`src/rtl/rv_hazard_ctrl_if.sv`:
```
// Pipeline-side signal bundle for the hazard controller: hazard sources in, stage controls out.
interface rv_hazard_ctrl_if;
  logic        i_dec_valid;
  logic [4:0]  i_dec_rs1;
  logic [4:0]  i_dec_rs2;
  logic        i_dec_rs1_used;
  logic        i_dec_rs2_used;
  logic        i_ex_valid;
  logic        i_ex_load;
  logic [4:0]  i_ex_rd;
  logic        i_ex_redirect;
  logic        i_trap;
  logic        i_mc_start;
  logic        i_mc_done;
  logic        o_fetch_stall;
  logic        o_dec_stall;
  logic        o_ex_stall;
  logic        o_dec_flush;
  logic        o_ex_flush;
  logic        o_mc_abort;
  logic        o_mc_timeout;
  logic [1:0]  o_state;
  logic [31:0] o_stall_cycles;

  modport master (
    output i_dec_valid, i_dec_rs1, i_dec_rs2, i_dec_rs1_used, i_dec_rs2_used,
    output i_ex_valid, i_ex_load, i_ex_rd, i_ex_redirect, i_trap,
    output i_mc_start, i_mc_done,
    input  o_fetch_stall, o_dec_stall, o_ex_stall, o_dec_flush, o_ex_flush,
    input  o_mc_abort, o_mc_timeout, o_state, o_stall_cycles
  );

  modport slave (
    input  i_dec_valid, i_dec_rs1, i_dec_rs2, i_dec_rs1_used, i_dec_rs2_used,
    input  i_ex_valid, i_ex_load, i_ex_rd, i_ex_redirect, i_trap,
    input  i_mc_start, i_mc_done,
    output o_fetch_stall, o_dec_stall, o_ex_stall, o_dec_flush, o_ex_flush,
    output o_mc_abort, o_mc_timeout, o_state, o_stall_cycles
  );
endinterface

```
`src/rtl/rv_hazard_ctrl.sv`:
```
// In-order pipeline hazard controller: load-use stalls, multi-cycle EX waits,
// and redirect/trap flushes, with a running count of decode-stall cycles.
module rv_hazard_ctrl #(
  parameter int LOAD_LAT   = 1,
  parameter int FLUSH_LEN  = 2,
  parameter int MC_TIMEOUT = 255
) (
  input  logic            i_clk,
  input  logic            i_reset_n,
  rv_hazard_ctrl_if.slave bus
);

  typedef enum logic [1:0] {
    RUN   = 2'd0,
    LDUSE = 2'd1,
    MC    = 2'd2,
    FLUSH = 2'd3
  } state_t;

  // Counters are preloaded with "remaining cycles minus one" so the exit test is a zero compare.
  localparam logic [1:0] LD_INIT   = (LOAD_LAT > 1)  ? 2'(LOAD_LAT - 2)  : 2'd0;
  localparam logic [1:0] FL_INIT   = (FLUSH_LEN > 1) ? 2'(FLUSH_LEN - 2) : 2'd0;
  localparam state_t     FLUSH_TGT = (FLUSH_LEN > 1) ? FLUSH : RUN;
  localparam state_t     LD_TGT    = (LOAD_LAT > 1)  ? LDUSE : RUN;
  localparam logic [7:0] MC_LIMIT  = 8'(MC_TIMEOUT);

  state_t      state, state_nxt;
  logic [1:0]  ld_cnt, ld_cnt_nxt;
  logic [1:0]  fl_cnt, fl_cnt_nxt;
  logic [7:0]  mc_cnt, mc_cnt_nxt;
  logic [31:0] stall_cycles;

  logic fetch_stall, dec_stall, ex_stall;
  logic dec_flush, ex_flush, mc_abort, mc_timeout;

  function automatic logic load_use(
    input logic       dec_valid,
    input logic [4:0] rs1,
    input logic [4:0] rs2,
    input logic       rs1_used,
    input logic       rs2_used,
    input logic       ex_valid,
    input logic       ex_load,
    input logic [4:0] rd
  );
    return dec_valid && ex_valid && ex_load && (rd != 5'd0) &&
           ((rs1_used && (rs1 == rd)) || (rs2_used && (rs2 == rd)));
  endfunction

  logic hazard, trap, redirect, mc_start, mc_done, mc_expired;

  assign hazard     = load_use(bus.i_dec_valid, bus.i_dec_rs1, bus.i_dec_rs2,
                               bus.i_dec_rs1_used, bus.i_dec_rs2_used,
                               bus.i_ex_valid, bus.i_ex_load, bus.i_ex_rd);
  assign trap       = bus.i_trap;
  assign redirect   = bus.i_ex_redirect;
  assign mc_start   = bus.i_mc_start;
  assign mc_done    = bus.i_mc_done;
  assign mc_expired = (mc_cnt == MC_LIMIT);

  always_ff @(posedge i_clk) begin
    if (!i_reset_n) begin
      state        <= RUN;
      ld_cnt       <= 2'd0;
      fl_cnt       <= 2'd0;
      mc_cnt       <= 8'd0;
      stall_cycles <= 32'd0;
    end else begin
      state        <= state_nxt;
      ld_cnt       <= ld_cnt_nxt;
      fl_cnt       <= fl_cnt_nxt;
      mc_cnt       <= mc_cnt_nxt;
      stall_cycles <= stall_cycles + {31'd0, dec_stall};
    end
  end

  always_comb begin
    state_nxt  = state;
    ld_cnt_nxt = ld_cnt;
    fl_cnt_nxt = fl_cnt;
    mc_cnt_nxt = mc_cnt;
    case (state)
      RUN: begin
        if (trap || redirect) begin
          state_nxt  = FLUSH_TGT;
          fl_cnt_nxt = FL_INIT;
        end else if (mc_start) begin
          state_nxt  = MC;
          mc_cnt_nxt = 8'd0;
        end else if (hazard) begin
          state_nxt  = LD_TGT;
          ld_cnt_nxt = LD_INIT;
        end
      end
      LDUSE: begin
        if (trap || redirect) begin
          state_nxt  = FLUSH_TGT;
          fl_cnt_nxt = FL_INIT;
        end else if (ld_cnt == 2'd0) begin
          state_nxt = RUN;
        end else begin
          ld_cnt_nxt = ld_cnt - 2'd1;
        end
      end
      MC: begin
        // A redirect cannot come from EX while EX is busy with the multi-cycle op.
        if (trap) begin
          state_nxt  = FLUSH_TGT;
          fl_cnt_nxt = FL_INIT;
        end else if (mc_done || mc_expired) begin
          state_nxt = RUN;
        end else begin
          mc_cnt_nxt = mc_cnt + 8'd1;
        end
      end
      FLUSH: begin
        if (trap || redirect) begin
          fl_cnt_nxt = FL_INIT;
        end else if (fl_cnt == 2'd0) begin
          state_nxt = RUN;
        end else begin
          fl_cnt_nxt = fl_cnt - 2'd1;
        end
      end
      default: state_nxt = RUN;
    endcase
  end

  // Controls are gated by reset so nothing leaks out while the pipeline is being cleared.
  always_comb begin
    fetch_stall = 1'b0;
    dec_stall   = 1'b0;
    ex_stall    = 1'b0;
    dec_flush   = 1'b0;
    ex_flush    = 1'b0;
    mc_abort    = 1'b0;
    mc_timeout  = 1'b0;
    if (i_reset_n) begin
      case (state)
        RUN: begin
          if (trap || redirect) begin
            dec_flush = 1'b1;
            ex_flush  = 1'b1;
          end else if (!mc_start && hazard) begin
            fetch_stall = 1'b1;
            dec_stall   = 1'b1;
            ex_flush    = 1'b1;
          end
        end
        LDUSE: begin
          if (trap || redirect) begin
            dec_flush = 1'b1;
            ex_flush  = 1'b1;
          end else begin
            fetch_stall = 1'b1;
            dec_stall   = 1'b1;
            ex_flush    = 1'b1;
          end
        end
        MC: begin
          if (trap) begin
            dec_flush = 1'b1;
            ex_flush  = 1'b1;
            mc_abort  = 1'b1;
          end else if (!mc_done) begin
            fetch_stall = 1'b1;
            dec_stall   = 1'b1;
            ex_stall    = 1'b1;
            mc_timeout  = mc_expired;
          end
        end
        FLUSH: begin
          dec_flush = 1'b1;
          ex_flush  = trap || redirect;
        end
        default: ;
      endcase
    end
  end

  assign bus.o_fetch_stall  = fetch_stall;
  assign bus.o_dec_stall    = dec_stall;
  assign bus.o_ex_stall     = ex_stall;
  assign bus.o_dec_flush    = dec_flush;
  assign bus.o_ex_flush     = ex_flush;
  assign bus.o_mc_abort     = mc_abort;
  assign bus.o_mc_timeout   = mc_timeout;
  assign bus.o_state        = state;
  assign bus.o_stall_cycles = stall_cycles;

endmodule

```
`src/flat_wrapper.sv`:
```
// flat-port wrapper written by rule: the top's interface ports become plain ports
module rv_hazard_ctrl_flat 
#(
  parameter int LOAD_LAT   = 1,
  parameter int FLUSH_LEN  = 2,
  parameter int MC_TIMEOUT = 255
)
  (i_clk, i_reset_n, bus_i_dec_valid, bus_i_dec_rs1, bus_i_dec_rs2, bus_i_dec_rs1_used, bus_i_dec_rs2_used, bus_i_ex_valid, bus_i_ex_load, bus_i_ex_rd, bus_i_ex_redirect, bus_i_trap, bus_i_mc_start, bus_i_mc_done, bus_o_fetch_stall, bus_o_dec_stall, bus_o_ex_stall, bus_o_dec_flush, bus_o_ex_flush, bus_o_mc_abort, bus_o_mc_timeout, bus_o_state, bus_o_stall_cycles);
  rv_hazard_ctrl_if bus_i ();
  input  logic i_clk;
  input  logic i_reset_n;
  input wire logic [$bits(bus_i.i_dec_valid)-1:0] bus_i_dec_valid;
  input wire logic [$bits(bus_i.i_dec_rs1)-1:0] bus_i_dec_rs1;
  input wire logic [$bits(bus_i.i_dec_rs2)-1:0] bus_i_dec_rs2;
  input wire logic [$bits(bus_i.i_dec_rs1_used)-1:0] bus_i_dec_rs1_used;
  input wire logic [$bits(bus_i.i_dec_rs2_used)-1:0] bus_i_dec_rs2_used;
  input wire logic [$bits(bus_i.i_ex_valid)-1:0] bus_i_ex_valid;
  input wire logic [$bits(bus_i.i_ex_load)-1:0] bus_i_ex_load;
  input wire logic [$bits(bus_i.i_ex_rd)-1:0] bus_i_ex_rd;
  input wire logic [$bits(bus_i.i_ex_redirect)-1:0] bus_i_ex_redirect;
  input wire logic [$bits(bus_i.i_trap)-1:0] bus_i_trap;
  input wire logic [$bits(bus_i.i_mc_start)-1:0] bus_i_mc_start;
  input wire logic [$bits(bus_i.i_mc_done)-1:0] bus_i_mc_done;
  output wire logic [$bits(bus_i.o_fetch_stall)-1:0] bus_o_fetch_stall;
  output wire logic [$bits(bus_i.o_dec_stall)-1:0] bus_o_dec_stall;
  output wire logic [$bits(bus_i.o_ex_stall)-1:0] bus_o_ex_stall;
  output wire logic [$bits(bus_i.o_dec_flush)-1:0] bus_o_dec_flush;
  output wire logic [$bits(bus_i.o_ex_flush)-1:0] bus_o_ex_flush;
  output wire logic [$bits(bus_i.o_mc_abort)-1:0] bus_o_mc_abort;
  output wire logic [$bits(bus_i.o_mc_timeout)-1:0] bus_o_mc_timeout;
  output wire logic [$bits(bus_i.o_state)-1:0] bus_o_state;
  output wire logic [$bits(bus_i.o_stall_cycles)-1:0] bus_o_stall_cycles;
  assign bus_i.i_dec_valid = bus_i_dec_valid;
  assign bus_i.i_dec_rs1 = bus_i_dec_rs1;
  assign bus_i.i_dec_rs2 = bus_i_dec_rs2;
  assign bus_i.i_dec_rs1_used = bus_i_dec_rs1_used;
  assign bus_i.i_dec_rs2_used = bus_i_dec_rs2_used;
  assign bus_i.i_ex_valid = bus_i_ex_valid;
  assign bus_i.i_ex_load = bus_i_ex_load;
  assign bus_i.i_ex_rd = bus_i_ex_rd;
  assign bus_i.i_ex_redirect = bus_i_ex_redirect;
  assign bus_i.i_trap = bus_i_trap;
  assign bus_i.i_mc_start = bus_i_mc_start;
  assign bus_i.i_mc_done = bus_i_mc_done;
  assign bus_o_fetch_stall = bus_i.o_fetch_stall;
  assign bus_o_dec_stall = bus_i.o_dec_stall;
  assign bus_o_ex_stall = bus_i.o_ex_stall;
  assign bus_o_dec_flush = bus_i.o_dec_flush;
  assign bus_o_ex_flush = bus_i.o_ex_flush;
  assign bus_o_mc_abort = bus_i.o_mc_abort;
  assign bus_o_mc_timeout = bus_i.o_mc_timeout;
  assign bus_o_state = bus_i.o_state;
  assign bus_o_stall_cycles = bus_i.o_stall_cycles;
  rv_hazard_ctrl #(.LOAD_LAT(LOAD_LAT), .FLUSH_LEN(FLUSH_LEN), .MC_TIMEOUT(MC_TIMEOUT)) u_core (.i_clk(i_clk), .i_reset_n(i_reset_n), .bus(bus_i));
endmodule
```
`config.mk`:
```
export PLATFORM = sky130hd
export DESIGN_NAME = rv_hazard_ctrl_flat
export DESIGN_NICKNAME = d
export VERILOG_FILES = /design/src/rtl/rv_hazard_ctrl_if.sv /design/src/rtl/rv_hazard_ctrl.sv /design/src/flat_wrapper.sv
export SDC_FILE = /design/constraint.sdc
export NUM_CORES = 1
export LEC_CHECK = 0
export ABC_AREA = 1
export BUFFER_PORTS_ARGS = -buffer_cell sky130_fd_sc_hd__buf_2
export CORE_MARGIN = 2
export CORE_UTILIZATION = 49
export CTS_CLUSTER_SIZE = 20
export DETAILED_ROUTE_END_ITERATION = 16
export PLACE_DENSITY = 0.77
export RECOVER_POWER = 50
export SLEW_MARGIN = 10
export SYNTH_ARGS = -nofsm -noshare
export SYNTH_HDL_FRONTEND = slang
export SYNTH_SLANG_ARGS = --single-unit
```
`constraint.sdc`:
```
create_clock -name i_clk -period 2.6 [get_ports i_clk]
set_clock_uncertainty 0.1 [all_clocks]
set_input_delay 0.39 -clock i_clk [delete_from_list [all_inputs] [get_ports i_clk]]
set_output_delay 0.39 -clock i_clk [all_outputs]
set_load 0.005 [all_outputs]
```
==> results of run 1 <==
-- per-layer routing --
metal  part of all wire [%]  vias to the layer above
li1                       -                     1586
met1                     44                     1411
met2                     50                       79
met3                    4.8                        7
met4                    1.1                        0
met5                      0                        -
-- per-stage QoR --
step	hold slack [ps]	TNS [ps]	cells	worst slack, ps	util, %
2_1_floorplan	333	0	446	23.1	-
3_3_place_gp	344	-1610	596	-238	60.4
3_5_place_dp	353	-3370	596	-309	60.4
4_1_cts	368	0	605	10.0	62.2
5_1_grt	401	-1360	610	-171	66.6
6_report	364	0	610	41.0	66.6
-- cell usage in the layout, fill, tap and decap left out, drive strengths merged --
cell / count
clkinv: 2
a21oi: 36
clkbuf: 17
nand3b: 1
dfxtp: 46
nor3: 19
o21a: 1
nor2: 62
or3: 1
o21bai: 2
nand2: 126
nor4: 2
xor2: 6
nand4: 7
nand3: 26
buf: 78
nor3b: 2
or2: 5
a211oi: 2
inv: 78
a21boi: 1
o21ai: 11
ha: 5
and3: 2
-- where the power goes --
group / leakage, nW / total (mW) / switching (mW) / internal [mW]
sequential: 0.372 / 0.748 / 0.0186 / 0.730
clock: 0.0452 / 0.444 / 0.254 / 0.190
combinational: 1.31 / 0.383 / 0.223 / 0.160
-- state kept, by name, summed over array words and instances, names as in the netlist --
name / cells
u_core.mc_cnt: 8
u_core.fl_cnt: 2
u_core.bus.o_state: 2
u_core.bus.o_stall_cycles: 32
u_core.ld_cnt: 2
-- cell type report --
type                            count  area, sq um  area share [%]
Inverter                           78          300            8.19
Sequential cell                    46          921            25.1
Clock inverter                      2         13.8           0.375
Multi-Input combinational cell    317         1690            46.0
Clock buffer                        6         72.6            1.98
Tap cell                           72         90.1            2.46
Timing Repair Buffer               89          583            15.9
-- logic make-up (layout without fill, tap and decap cells) --
kind of cell / Yosys count / in the layout / share of synthesized area [%]
XOR/XNOR: 6 / 6 / 1.87
adder cells (fa/ha/maj): 5 / 5 / 2.23
buffers and inverters: 83 / 175 / 11.4
AO/OA/AOI/OAI: 53 / 53 / 10.4
AND/OR/NAND/NOR: 253 / 253 / 41.3
flip-flops: 46 / 46 / 32.9
-- path summary, 6_finish.rpt --
kind	start	to	slack, ps	depth (start not counted)
hold / removal	u_core.fl_cnt[1]	u_core.fl_cnt[1]	360	2
setup / recovery	bus_i_ex_rd[2]	u_core.bus.o_stall_cycles[18]	40	21
hold reg to reg	u_core.fl_cnt[1]	u_core.fl_cnt[1]	360	2
setup reg to reg	u_core.bus.o_state[1]	u_core.bus.o_stall_cycles[18]	70	16
-- critical path: stages --
cell and delay [ps]:
buf_8 90, inv_4 30, nand2_1 60, nand2_2 50, nor2_2 110, nand3_1 80
nand2_1 80, nand3_1 60, nand2_1 90, nand2_1 70, a21oi_2 170, ha_2 240
ha_4 150, nand2_4 50, nor2_4 150, nand2_4 80, nor2_4 120, nand3_2 110
nor3_4 270, o21ai_1 120, a21oi_1 130
-- repair_timing --
| action | CTS | global route |
|---|---|---|
| pin swaps | 1 | 38 |
| setup buffers | 1 | 5 |
| endpoints found under the setup margin | 1 | 19 |
| cloned | 0 | 0 |
| gates resized for setup | 2 | 70 |
==> reports/metrics.yaml, run 1 <==
clock_tree:
  cts_root_buf: "clkbuf_8"
  clkTransAtPathRegs_ps: 90
  cts-buffers-inserted: 5
  clkLatencyLatePin_ps: 300
  clkSinkCount: 46
  postCtsHoldBufs: 0
  max-clock-path-buffers: 2
  htree_num_levels: 2
  tritoncts: "done"
cells_and_area:
  insertedDiodeCount: 0
  final_area_sq_um: 3670
  fillerInstances: 489
  area_growth_pct: 30.9
  post_route_cells_drive_above_1_share_pct: 27.3
  final_net_count: 568
placement:
  detailed_placement_hpwl_microns: 5140
  numPortBuffers: 66
  place.gp.congestion: 0.841
  dpl-instance-area_sq_um: 3330
yosys:
  ys_dominant_reg_cell: "dfxtp_1"
  post-synth-top-count-cell: "nand2_1"
  netlist.top_cell.by_area: "dfxtp_1"
  synth.top_cells.by_area: "dfxtp_1 (33%), nand2_1 (16%), inv_1 (10%), nor2_1 (7.4%), a21oi_1 (6.4%)"
  syn_nets: 477
  register_bit_total_from_synthesis: 46
  yosysUniqueCellTypes: 33
  count_of_synthesis_stage_warnings_from_yosys: 0
  postSynth.asyncResetShare_pct: 0
  sequential_area_share_after_synthesis_pct: 32.9
  avgSynthCellArea_sq_um: 6.28
  synth_cells: 446
  synth_top_area_share_pct: 32.9
  synth_area_sq_um: 2800
  synth_enable_flop_cells: 0
  synth_commonest_cells: "nand2_1 (119), inv_1 (76), nor2_1 (55)"
die:
  die_width_microns: 79.6
  fp-row-count: 27
  floorplan.die.height_microns: 79.6
  floorplan.core_area_sq_um: 5510
  fp.dieArea_sq_um: 6340
  starting_density_of_the_core_pct: 50.9
  boundaryPins: 67
sta:
  slew_headroom_pct: 75.0
  max_freq_mhz: 391
  post-route-period-util_pct: 98.4
  slew_viol_final: 0
  rsz0062_at_grt: "true"
  crit_path_time_final_ps: 2560
  transition_at_the_pin_with_the_smallest_max_transition_slack_ps: 371
  final-setup-viol-count: 0
  report.final.hold_viol_count: 0
global_route:
  grt_max_degree: 28
  grt_remaining_overflow: 0
  number_of_antenna_violations_at_the_first_check_in_global_routing: 0
  grt_most_used_layer: "met2"
  met2_usage_pct: 39.4
  grt_pass1_wl_microns: 11800
  grt.total_usage_pct: 22.5
  gr-usage-met3_pct: 3.51
  grt_pass1_vias: 2877
  global_route.usage.met1_pct: 28.8
power_and_ir_drop:
  ir_drop_uv: 274
  cellLeakagePower_nw: 1.73
  power_per_cell_area_nw_per_um2: 429
  report.power.total_mw: 1.58
route:
  via_per_inst: 5.05
  antenna_left: 0
  drc: 0
  wl_per_cell_microns: 11.8
  number_of_optimization_iterations_in_the_first_detailed_route_pass: 4
  routed_wirelength_microns: 7170
  number_of_drc_markers_in_iteration_0: 135
  route.vias.total: 3083
run_status:
  run_status: "finished, final reports clean"
setup_path:
  timing.critical_path.fanout_max: 5
  worstSetupStartpointType: "primary input"
  critPathCaptureType: "flip-flop"
  timing.setup.critical_path_class: "primary input to flip-flop"
  timing.critical_path.arrival_ps: 2700
  cp.required_ps: 2740
job:
  max-cap-violations: 0
worst_hold_path:
  timing.hold.worst.class: "flip-flop to flip-flop"
Power figures use the tool's default switching activity.
==> run 2: changes to the inputs <==
--- a/config.mk
+++ b/config.mk
@@ -8,10 +8,9 @@
 export ABC_AREA = 1
 export BUFFER_PORTS_ARGS = -buffer_cell sky130_fd_sc_hd__buf_2
 export CORE_MARGIN = 2
-export CORE_UTILIZATION = 49
+export CORE_UTILIZATION = 25
 export CTS_CLUSTER_SIZE = 20
 export DETAILED_ROUTE_END_ITERATION = 16
-export PLACE_DENSITY = 0.77
 export RECOVER_POWER = 50
 export SLEW_MARGIN = 10
 export SYNTH_ARGS = -nofsm -noshare
==> run 2 against run 1 <==
Effect of this change:
- the run now ends with setup timing left
- total power rose by 7.0%
- sequential share of layout area decreased by 1.8 points
- sequential power about the same
- clock-buffer cell count unchanged
- worst hold slack better by 13 ps
- highest routed layer unchanged
==> reports/metrics.yaml, run 2 (same netlist as run 1, synthesis figures left out) <==
run_status:
  run_status: "finished with violations"
  failing_checks: "setup timing"
sta:
  final-setup-viol-count: 1
  report.final.hold_viol_count: 0
  rsz0062_at_grt: "true"
  post-route-period-util_pct: 102
  transition_at_the_pin_with_the_smallest_max_transition_slack_ps: 349
  finalSetupTns_ps: -47.8
  slew_viol_final: 0
  max_freq_mhz: 378
  slew_headroom_pct: 76.5
  crit_path_time_final_ps: 2650
  final_critical_path_setup_slack_ps: -47.8
power_and_ir_drop:
  ir_drop_uv: 203
  share_seq_of_total_power_pct: 44.2
  power_per_cell_area_nw_per_um2: 426
  cellLeakagePower_nw: 1.81
  power.internal_mw: 1.18
  pwr-share-comb_pct: 24.2
  sw_frac_of_total_pct: 29.8
  switchingPower_mw: 0.502
  proportion_of_power_drawn_by_the_clock_network_pct: 31.6
cells_and_area:
  utilization_pct: 36.4
  largest_register_ffs: 32
  most_frequent_cells_in_the_layout: "nand2_1 (105), inv_1 (64), nor2_1 (49)"
  area_growth_pct: 41.3
  final_net_count: 589
  layout_commonest_cell: "nand2_1"
  insertedDiodeCount: 0
  post_route_cells_drive_above_1_share_pct: 28.1
placement:
  place.gp.congestion: 0.843
  post-place-ws_ps: -455
  numPortBuffers: 66
  detailed_placement_hpwl_microns: 5900
setup_path:
  cp.required_ps: 2730
  timing.critical_path.fanout_max: 4
  timing.setup.critical_path_class: "primary input to flip-flop"
  worstSetupStartpointType: "primary input"
  timing.critical_path.arrival_ps: 2780
  critPathCaptureType: "flip-flop"
route:
  number_of_drc_markers_in_iteration_0: 110
  wl_per_cell_microns: 11.3
  via_per_inst: 4.42
  number_of_optimization_iterations_in_the_first_detailed_route_pass: 4
  routed_wirelength_microns: 7910
  antenna_left: 0
  route.vias.total: 3088
  drc: 0
die:
  fp-row-count: 38
  boundaryPins: 67
  floorplan.die.height_microns: 110
  die_width_microns: 110
  fp.dieArea_sq_um: 12100
  starting_density_of_the_core_pct: 25.7
  floorplan.core_area_sq_um: 10900
clock_tree:
  clkTransAtPathRegs_ps: 90
  clkLatencyLatePin_ps: 290
  postCtsHoldBufs: 0
  htree_num_levels: 2
  clkSinkCount: 46
  cts_root_buf: "clkbuf_8"
  max-clock-path-buffers: 2
  cts-buffers-inserted: 5
  tritoncts: "done"
global_route:
  grt_remaining_overflow: 0
  grt.total_usage_pct: 13.1
  grt_pass1_vias: 2993
  grt_max_degree: 28
  number_of_antenna_violations_at_the_first_check_in_global_routing: 0
  grt_pass1_wl_microns: 12800
job:
  max-cap-violations: 0
worst_hold_path:
  timing.hold.worst.class: "flip-flop to flip-flop"
-- run 2: cell types whose count changed in the layout (fill, tap and decap cells not counted), sizes merged --
| cell | delta |
|---|---|
| clkinv | -2 |
| buf | +7 |
| clkinvlp | +1 |
| bufinv | +1 |
| clkbuf | +14 |
-- run 2: timing repair --
action | in CTS | in global routing
setup endpoints to repair | 3 | 25
resized for setup | 32 | 48
setup buffers | 19 | 7
pin swaps | 21 | 30
cloned | 0 | 0
-- run 2: path summary, 6_finish.rpt --
path / startpoint / end / slack (ps) / depth (start not counted)
worst max-delay path: bus_i_ex_rd[2] / u_core.bus.o_stall_cycles[24] / -50 / 19
worst min register to register: u_core.fl_cnt[1] / u_core.fl_cnt[1] / 380 / 2
worst min-delay path: u_core.fl_cnt[1] / u_core.fl_cnt[1] / 380 / 2
worst max register to register: u_core.bus.o_state[1] / u_core.bus.o_stall_cycles[24] / 50 / 15
-- run 2: stage by stage --
step                      std cells  total power, mW  hold WS, ps  area [sq um]
after floorplan                 446            0.985          333          2810
after global placement          667             1.10          346          3440
after detailed placement        667             1.11          355          3440
after CTS                       694             1.67          370          3800
after global routing            699             1.79          383          3960
final                           699             1.69          377          3960
-- run 2: cell type report --
| type | count | area [sq um] |
|---|---|---|
| Fill cell | 1167 | 6930 |
| Tap cell | 140 | 175 |
| Multi-Input combinational cell | 317 | 1740 |
| Sequential cell | 46 | 921 |
| Clock buffer | 6 | 72.6 |
| Timing Repair Buffer | 110 | 708 |
| Inverter | 78 | 300 |
| Clock inverter | 2 | 37.5 |
-- run 2: critical path, stage by stage --
cell and delay [ps]:
buf_8 100, nand2_1 60, nand2_1 60, nor2_2 120, nand3_1 80, nand2_1 100
nand3_1 90, nand2_1 90, nand2_1 70, a21oi_2 160, ha_2 240, ha_4 150
nand2_4 60, nor2_4 120, buf_6 120, nand2_4 50, or3_4 370, or2_0 220
a21oi_1 130
-- run 2: layer usage --
layer	global-route usage, %	vias up	wire length, microns
met5	0	-	0
li1	-	1621	-
met1	16.0	1382	3510
met4	3.53	0	142
met3	3.44	14	477
met2	22.5	71	3780
-- run 2: power by group through the flow --
| stage | clock network (mW) | registers (mW) | logic [mW] |
|---|---|---|---|
| floorplan | 0 | 0.765 | 0.220 |
| global placement | 0 | 0.759 | 0.340 |
| detailed placement | 0 | 0.760 | 0.351 |
| CTS | 0.549 | 0.744 | 0.376 |
| global route | 0.583 | 0.748 | 0.457 |
| finish | 0.533 | 0.745 | 0.408 |
